$ cat src/rtl/datapath_param.sv
// Parameterised register-file datapath: one ALU operation per accepted control word,
// with a W-cycle shift-add multiplier and registered result/flag outputs.
module datapath_param #(
    parameter  int W      = 4,
    parameter  int NREG   = 8,
    localparam int AW     = $clog2(NREG),
    localparam int CTRL_W = 3*AW + 7
) (
    input  logic              clk,
    input  logic              rst,
    input  logic [CTRL_W-1:0] control,
    input  logic              ctrl_valid,
    output logic              ctrl_ready,
    input  logic [W-1:0]      datain,
    output logic [W-1:0]      dataout,
    output logic [3:0]        banderas,
    output logic              done
);

    localparam int CW = $clog2(W) + 1;

    localparam logic [3:0] OP_PASS = 4'd0;
    localparam logic [3:0] OP_ADD  = 4'd1;
    localparam logic [3:0] OP_SUB  = 4'd2;
    localparam logic [3:0] OP_AND  = 4'd3;
    localparam logic [3:0] OP_OR   = 4'd4;
    localparam logic [3:0] OP_XOR  = 4'd5;
    localparam logic [3:0] OP_NOT  = 4'd6;
    localparam logic [3:0] OP_SHL  = 4'd7;
    localparam logic [3:0] OP_SHR  = 4'd8;
    localparam logic [3:0] OP_ROL  = 4'd9;
    localparam logic [3:0] OP_MUL  = 4'd10;
    localparam logic [3:0] OP_INC  = 4'd11;
    localparam logic [3:0] OP_DEC  = 4'd12;
    localparam logic [3:0] OP_CMP  = 4'd13;

    typedef enum logic [1:0] {
        S_IDLE = 2'd0,
        S_EXEC = 2'd1,
        S_MUL  = 2'd2
    } state_t;

    state_t          r_state;
    logic            r_ready;
    logic            r_done;
    logic [W-1:0]    r_dout;
    logic [3:0]      r_flags;

    logic [W-1:0]    r_a;
    logic [W-1:0]    r_b;
    logic [AW-1:0]   r_dest;
    logic [3:0]      r_op;
    logic [2:0]      r_mode;

    logic [2*W-1:0]  r_acc;
    logic [2*W-1:0]  r_mcand;
    logic [W-1:0]    r_mplier;
    logic [CW-1:0]   r_cnt;

    logic [AW-1:0]   w_src_a;
    logic [AW-1:0]   w_src_b;
    logic [AW-1:0]   w_dest;
    logic [3:0]      w_op;
    logic [2:0]      w_mode;
    logic [W-1:0]    w_regs [NREG];
    logic [W-1:0]    w_opa;
    logic [W-1:0]    w_opb;

    logic [2*W-1:0]  w_mul_add;
    logic [2*W-1:0]  w_acc_next;
    logic            w_mul_last;

    logic [W:0]      w_sum;
    logic [W-1:0]    w_res;
    logic            w_c;
    logic            w_v;
    logic [3:0]      w_flags;
    logic            w_is_nop;
    logic            w_wb;
    logic            w_reg_we;

    // Control word layout, MSB first: srcA, srcB, dest, op, mode.
    assign w_src_a = control[CTRL_W-1 -: AW];
    assign w_src_b = control[CTRL_W-AW-1 -: AW];
    assign w_dest  = control[AW+6 -: AW];
    assign w_op    = control[6:3];
    assign w_mode  = control[2:0];

    assign w_opa = w_regs[w_src_a];
    assign w_opb = w_mode[0] ? datain : w_regs[w_src_b];

    assign w_mul_add  = r_mplier[0] ? r_mcand : '0;
    assign w_acc_next = r_acc + w_mul_add;
    assign w_mul_last = (r_state == S_MUL) && (r_cnt == CW'(W-1));

    always_comb begin
        w_sum = '0;
        w_res = '0;
        w_c   = 1'b0;
        w_v   = 1'b0;
        case (r_op)
            OP_PASS: w_res = r_b;
            OP_ADD: begin
                w_sum = {1'b0, r_a} + {1'b0, r_b};
                w_res = w_sum[W-1:0];
                w_c   = w_sum[W];
                w_v   = (r_a[W-1] == r_b[W-1]) && (w_res[W-1] != r_a[W-1]);
            end
            OP_SUB, OP_CMP: begin
                // Bit W of the widened difference is the unsigned borrow.
                w_sum = {1'b0, r_a} - {1'b0, r_b};
                w_res = w_sum[W-1:0];
                w_c   = w_sum[W];
                w_v   = (r_a[W-1] != r_b[W-1]) && (w_res[W-1] != r_a[W-1]);
            end
            OP_AND: w_res = r_a & r_b;
            OP_OR:  w_res = r_a | r_b;
            OP_XOR: w_res = r_a ^ r_b;
            OP_NOT: w_res = ~r_a;
            OP_SHL: begin
                w_res = {r_a[W-2:0], 1'b0};
                w_c   = r_a[W-1];
            end
            OP_SHR: begin
                w_res = {1'b0, r_a[W-1:1]};
                w_c   = r_a[0];
            end
            OP_ROL: w_res = {r_a[W-2:0], r_a[W-1]};
            OP_MUL: begin
                w_res = w_acc_next[W-1:0];
                w_c   = |w_acc_next[2*W-1:W];
            end
            OP_INC: begin
                w_sum = {1'b0, r_a} + (W+1)'(1);
                w_res = w_sum[W-1:0];
                w_c   = w_sum[W];
                w_v   = !r_a[W-1] && w_res[W-1];
            end
            OP_DEC: begin
                w_sum = {1'b0, r_a} - (W+1)'(1);
                w_res = w_sum[W-1:0];
                w_c   = w_sum[W];
                w_v   = r_a[W-1] && !w_res[W-1];
            end
            default: ;
        endcase
    end

    assign w_flags  = {(w_res == '0), w_res[W-1], w_c, w_v};
    assign w_is_nop = (r_op[3:1] == 3'b111);
    assign w_wb     = (r_state == S_EXEC) || w_mul_last;
    assign w_reg_we = w_wb && !w_is_nop && r_mode[1] && (r_op != OP_CMP);

    // Register file; entry 0 is a constant zero so writes to it simply vanish.
    genvar gi;
    generate
        for (gi = 0; gi < NREG; gi++) begin : g_reg
            if (gi == 0) begin : g_zero
                assign w_regs[gi] = '0;
            end else begin : g_file
                logic [W-1:0] r_q;
                always_ff @(posedge clk) begin
                    if (rst) begin
                        r_q <= '0;
                    end else if (w_reg_we && (r_dest == AW'(gi))) begin
                        r_q <= w_res;
                    end
                end
                assign w_regs[gi] = r_q;
            end
        end
    endgenerate

    always_ff @(posedge clk) begin
        if (rst) begin
            r_state  <= S_IDLE;
            r_ready  <= 1'b1;
            r_done   <= 1'b0;
            r_dout   <= '0;
            r_flags  <= 4'b0000;
            r_a      <= '0;
            r_b      <= '0;
            r_dest   <= '0;
            r_op     <= '0;
            r_mode   <= '0;
            r_acc    <= '0;
            r_mcand  <= '0;
            r_mplier <= '0;
            r_cnt    <= '0;
        end else begin
            r_done <= 1'b0;
            case (r_state)
                S_IDLE: begin
                    if (ctrl_valid) begin
                        r_a     <= w_opa;
                        r_b     <= w_opb;
                        r_dest  <= w_dest;
                        r_op    <= w_op;
                        r_mode  <= w_mode;
                        r_ready <= 1'b0;
                        if (w_op == OP_MUL) begin
                            r_state  <= S_MUL;
                            r_acc    <= '0;
                            r_mcand  <= {{W{1'b0}}, w_opa};
                            r_mplier <= w_opb;
                            r_cnt    <= '0;
                        end else begin
                            r_state <= S_EXEC;
                        end
                    end
                end
                S_EXEC: begin
                    r_state <= S_IDLE;
                    r_ready <= 1'b1;
                end
                S_MUL: begin
                    r_acc    <= w_acc_next;
                    r_mcand  <= r_mcand << 1;
                    r_mplier <= r_mplier >> 1;
                    r_cnt    <= r_cnt + CW'(1);
                    if (w_mul_last) begin
                        r_state <= S_IDLE;
                        r_ready <= 1'b1;
                    end
                end
                default: begin
                    r_state <= S_IDLE;
                    r_ready <= 1'b1;
                end
            endcase

            // NOPs still signal completion but leave result and flags untouched.
            if (w_wb) begin
                r_done <= 1'b1;
                if (!w_is_nop) begin
                    r_dout <= w_res;
                    if (r_mode[2]) begin
                        r_flags <= w_flags;
                    end
                end
            end
        end
    end

    assign ctrl_ready = r_ready;
    assign dataout    = r_dout;
    assign banderas   = r_flags;
    assign done       = r_done;

endmodule

$ cat config.mk
export PLATFORM = sky130hd
export DESIGN_NAME = datapath_param
export DESIGN_NICKNAME = d
export VERILOG_FILES = /design/src/rtl/datapath_param.sv
export SDC_FILE = /design/constraint.sdc
export NUM_CORES = 1
export LEC_CHECK = 0
export ABC_AREA = 1
export ABC_CLOCK_PERIOD_IN_PS = 2800
export CORE_MARGIN = 8
export CORE_UTILIZATION = 45
export CTS_BUF_LIST = sky130_fd_sc_hd__clkbuf_8
export CTS_CLUSTER_DIAMETER = 50
export DETAILED_ROUTE_END_ITERATION = 7
export PLACE_DENSITY = 0.74
export SKIP_LAST_GASP = 1
export SLEW_MARGIN = 5
export SYNTH_ARGS = -nofsm -noshare
export SYNTH_HDL_FRONTEND = slang
export SYNTH_SLANG_ARGS = --single-unit
$ cat constraint.sdc
create_clock -name clk -period 2.8 [get_ports clk]
set_clock_uncertainty 0.1 [all_clocks]
set_input_delay 0.56 -clock clk [delete_from_list [all_inputs] [get_ports clk]]
set_output_delay 0.56 -clock clk [all_outputs]
set_load 0.005 [all_outputs]
==> impl_metrics.env <==
export IMPL_run_status="finished clean"
export IMPL_wl_per_cell_um=14.4
export IMPL_critPathRequiredTime_ns=2.93
export IMPL_worst_pin_slew_ns=0.665
export IMPL_critical_path_class="reg -> reg"
export IMPL_yosysWarnings=0
export IMPL_antenna_found_initial=0
export IMPL_maxCapViolations=0
export IMPL_io_pins=33
export IMPL_wl_mm=13.2
export IMPL_clk_path_buf_depth=2
export IMPL_finalSetupViolations=0
export IMPL_dieWidth_um=120
export IMPL_dieArea_sq_mm=0.0144
export IMPL_vdd_drop_max_mv=0.328
export IMPL_reg2regPathDepth=12
export IMPL_cts_sinks=80
export IMPL_die_h_um=120
export IMPL_worstHoldEndpoint="r_cnt[2]"
export IMPL_ant_nets=0
export IMPL_critPathSlowestCell="fa_1"
export IMPL_insertedDiodeCount=0
export IMPL_synth_cell_type_count=32
export IMPL_synth_area_sq_mm=0.00487
export IMPL_ys_flop_type="dfxtp_1"
export IMPL_grt_start_max_net_pins=55
export IMPL_hold_buffers=0
export IMPL_period_minus_slack_ns=2.38
export IMPL_crit_arrival_ns=2.51
export IMPL_max_stage_delay_ns=0.50
export IMPL_cp_max_fo=8
export IMPL_grt_pass1_wl_mm=22.1
export IMPL_ys_ff_latch=80
export IMPL_mostFrequentLayoutCell="nand2_1"
export IMPL_powerDensity_mw_per_mm2=484
export IMPL_fin_tns_setup_ns=0
export IMPL_final_layout_size_suffix_gt1_share_pct=9.56
export IMPL_period_share_pct=84.9
export IMPL_postCtsSetupRepairBufs=0
export IMPL_cpMostUsedCell="nand2_1"
export IMPL_place_gp_congestion=0.988
export IMPL_async_flop_share_pct=0
export IMPL_r2r_end="g_reg[5].g_file.r_q[1]"
export IMPL_end_kind="flop"
export IMPL_rsz0062_at_grt="no"
export IMPL_design_area_sq_mm=0.00563
export IMPL_grt_use_total_pct=18.7
export IMPL_timing_slew_headroom_pct=55.5
export IMPL_placed_cell_area_sq_mm=0.00542
export IMPL_placementRows=38
export IMPL_syn_to_final_growth_pct=15.7
export IMPL_overflow=0
export IMPL_cts_clk_slew_worst_paths_ns=0.08
export IMPL_cts_tree="built"
export IMPL_hold_start="r_cnt[2]"
export IMPL_syn_area_per_cell_sq_um=6.65
export IMPL_grt_pass1_vias=4561
export IMPL_power_mw=2.72
export IMPL_finalHoldViolations=0
export IMPL_hold_path_depth=2
export IMPL_drt_pass1_iterations=5
export IMPL_htree_levels=3
export IMPL_coreArea_sq_mm=0.0107
export IMPL_synth_edf_count=0
export IMPL_start_kind="flop"
export IMPL_port_buffers=32
export IMPL_synth_cells=732
export IMPL_vias=4763
export IMPL_cts_root_buf="clkbuf_8"
export IMPL_cts_resized=0
export IMPL_vias_per_cell=5.21
export IMPL_cts_buffers=9
export IMPL_yosysSeqAreaShare_pct=32.9
export IMPL_synth_fp_nets=783
export IMPL_dpl_hpwl_mm=10.1
export IMPL_fin_nets=820
export IMPL_p_leak_nw=2.56
export IMPL_hp_class="reg -> reg"
export IMPL_fmax_mhz=421
export IMPL_timing_rr_start="r_a[0]"
export IMPL_start_util_pct=45.5
export IMPL_ff2ff_setup_slack_ns=0.42
export IMPL_drt_initial_drc_count=317
export IMPL_slew_viol_final=0
export IMPL_cp_cell_sequence="inv_1 -> ha_1 -> fa_1 -> inv_1 -> nand2_1 -> nand2_1 -> nor3_1 -> nand2_1 -> inv_2 -> nand2_1 -> o211ai_1 -> inv_1"
export IMPL_drc=0
export IMPL_clkLatencyLatePin_ns=0.35
export IMPL_final_cell_mix="nand2_1 (180), a21oi_1 (84), inv_1 (83)"
[registers in the layout, indices dropped and copies added (netlist names)]
signal        cells
g.g_file.r_q     28
r_acc             8
r_mcand           8
banderas          4
dataout           4
r_a               4
r_b               4
r_mplier          4
r_op              4
r_cnt             3
r_dest            3
r_mode            2
r_state           2
ctrl_ready        1
done              1
[Yosys cell counts (6+ instances only)]
| cell type | count | area (sq um) |
|---|---|---|
| nand3_1 | 35 | 175 |
| inv_2 | 13 | 48.8 |
| nand2_1 | 180 | 676 |
| a21oi_1 | 84 | 420 |
| nor3_1 | 6 | 30.0 |
| dfxtp_1 | 80 | 1600 |
| nor2_1 | 47 | 176 |
| clkbuf_1 | 21 | 78.8 |
| nor2_4 | 9 | 101 |
| a31oi_1 | 8 | 50.1 |
| o21ai_1 | 17 | 85.1 |
| inv_1 | 80 | 300 |
| o21ai_0 | 70 | 350 |
| nand2_2 | 7 | 43.8 |
| ha_1 | 25 | 313 |
| o211ai_1 | 15 | 113 |
[where the power goes]
| group | switching (mW) | leakage, nW | total [mW] | internal [mW] |
|---|---|---|---|---|
| Combinational | 0.376 | 1.79 | 0.579 | 0.203 |
| Clock | 0.405 | 0.120 | 0.921 | 0.516 |
| Sequential | 0.0416 | 0.650 | 1.22 | 1.18 |
| Total | 0.823 | 2.56 | 2.72 | 1.90 |
[stage by stage]
stage	utilization (%)	hold WS, ns	instances	setup WS (ns)
2_1_floorplan	-	0.341	732	0.712
3_3_place_gp	50.7	0.348	898	0.473
6_report	52.7	0.360	914	0.424
4_1_cts	52.7	0.361	914	0.460
3_5_place_dp	50.7	0.348	898	0.436
5_1_grt	52.7	0.378	914	0.219
[cell type report]
class,instances,area (sq um)
fillers,1030,5060
multi-input cells,535,2830
flip-flops and latches,80,1600
repair buffers,50,468
inverters,93,349
well taps,140,175
clock buffers,10,138
clock inverters,6,76.3
[worst max-delay path by stage]
| stage | endpoint | cells after the start | start |
|---|---|---|---|
| 2_1_floorplan | g_reg[4].g_file.r_q[1] | 13 | r_mplier[0] |
| 3_3_place_gp | r_b[2] | 9 | control[10] |
| 3_5_place_dp | r_b[2] | 8 | control[11] |
| 4_1_cts | g_reg[6].g_file.r_q[1] | 12 | r_a[0] |
| 5_1_grt | banderas[3] | 11 | r_b[1] |
| 6_report | g_reg[5].g_file.r_q[1] | 12 | r_a[0] |
[routing by layer]
| metal | wire length (um) | GRT usage, % | up-vias |
|---|---|---|---|
| met5 | 0 | 0 | - |
| met4 | 291 | 7.18 | 0 |
| met3 | 536 | 2.68 | 26 |
| met2 | 6300 | 31.6 | 129 |
| met1 | 6040 | 23.7 | 2133 |
| li1 | - | - | 2475 |
[cell families after synthesis]
kind of cell / count (synthesis) / synth area share (%)
flops: 80 / 32.9
fa+ha+maj: 28 / 7.65
xor+xnor: 4 / 0.719
compound gates: 199 / 21.8
buf+inv: 117 / 9.09
simple gates: 304 / 27.8
[worst max-delay path: cells and delay by family, from the launching register on]
family	cells	cell delay (ns)
flip-flops	1	0.44
adder cells (fa/ha/maj)	2	0.77
AND/OR/NAND/NOR	5	0.45
AO/OA/AOI/OAI	1	0.10
buffers and inverters	4	0.43
Note: power is estimated with default switching activity, not from simulation.
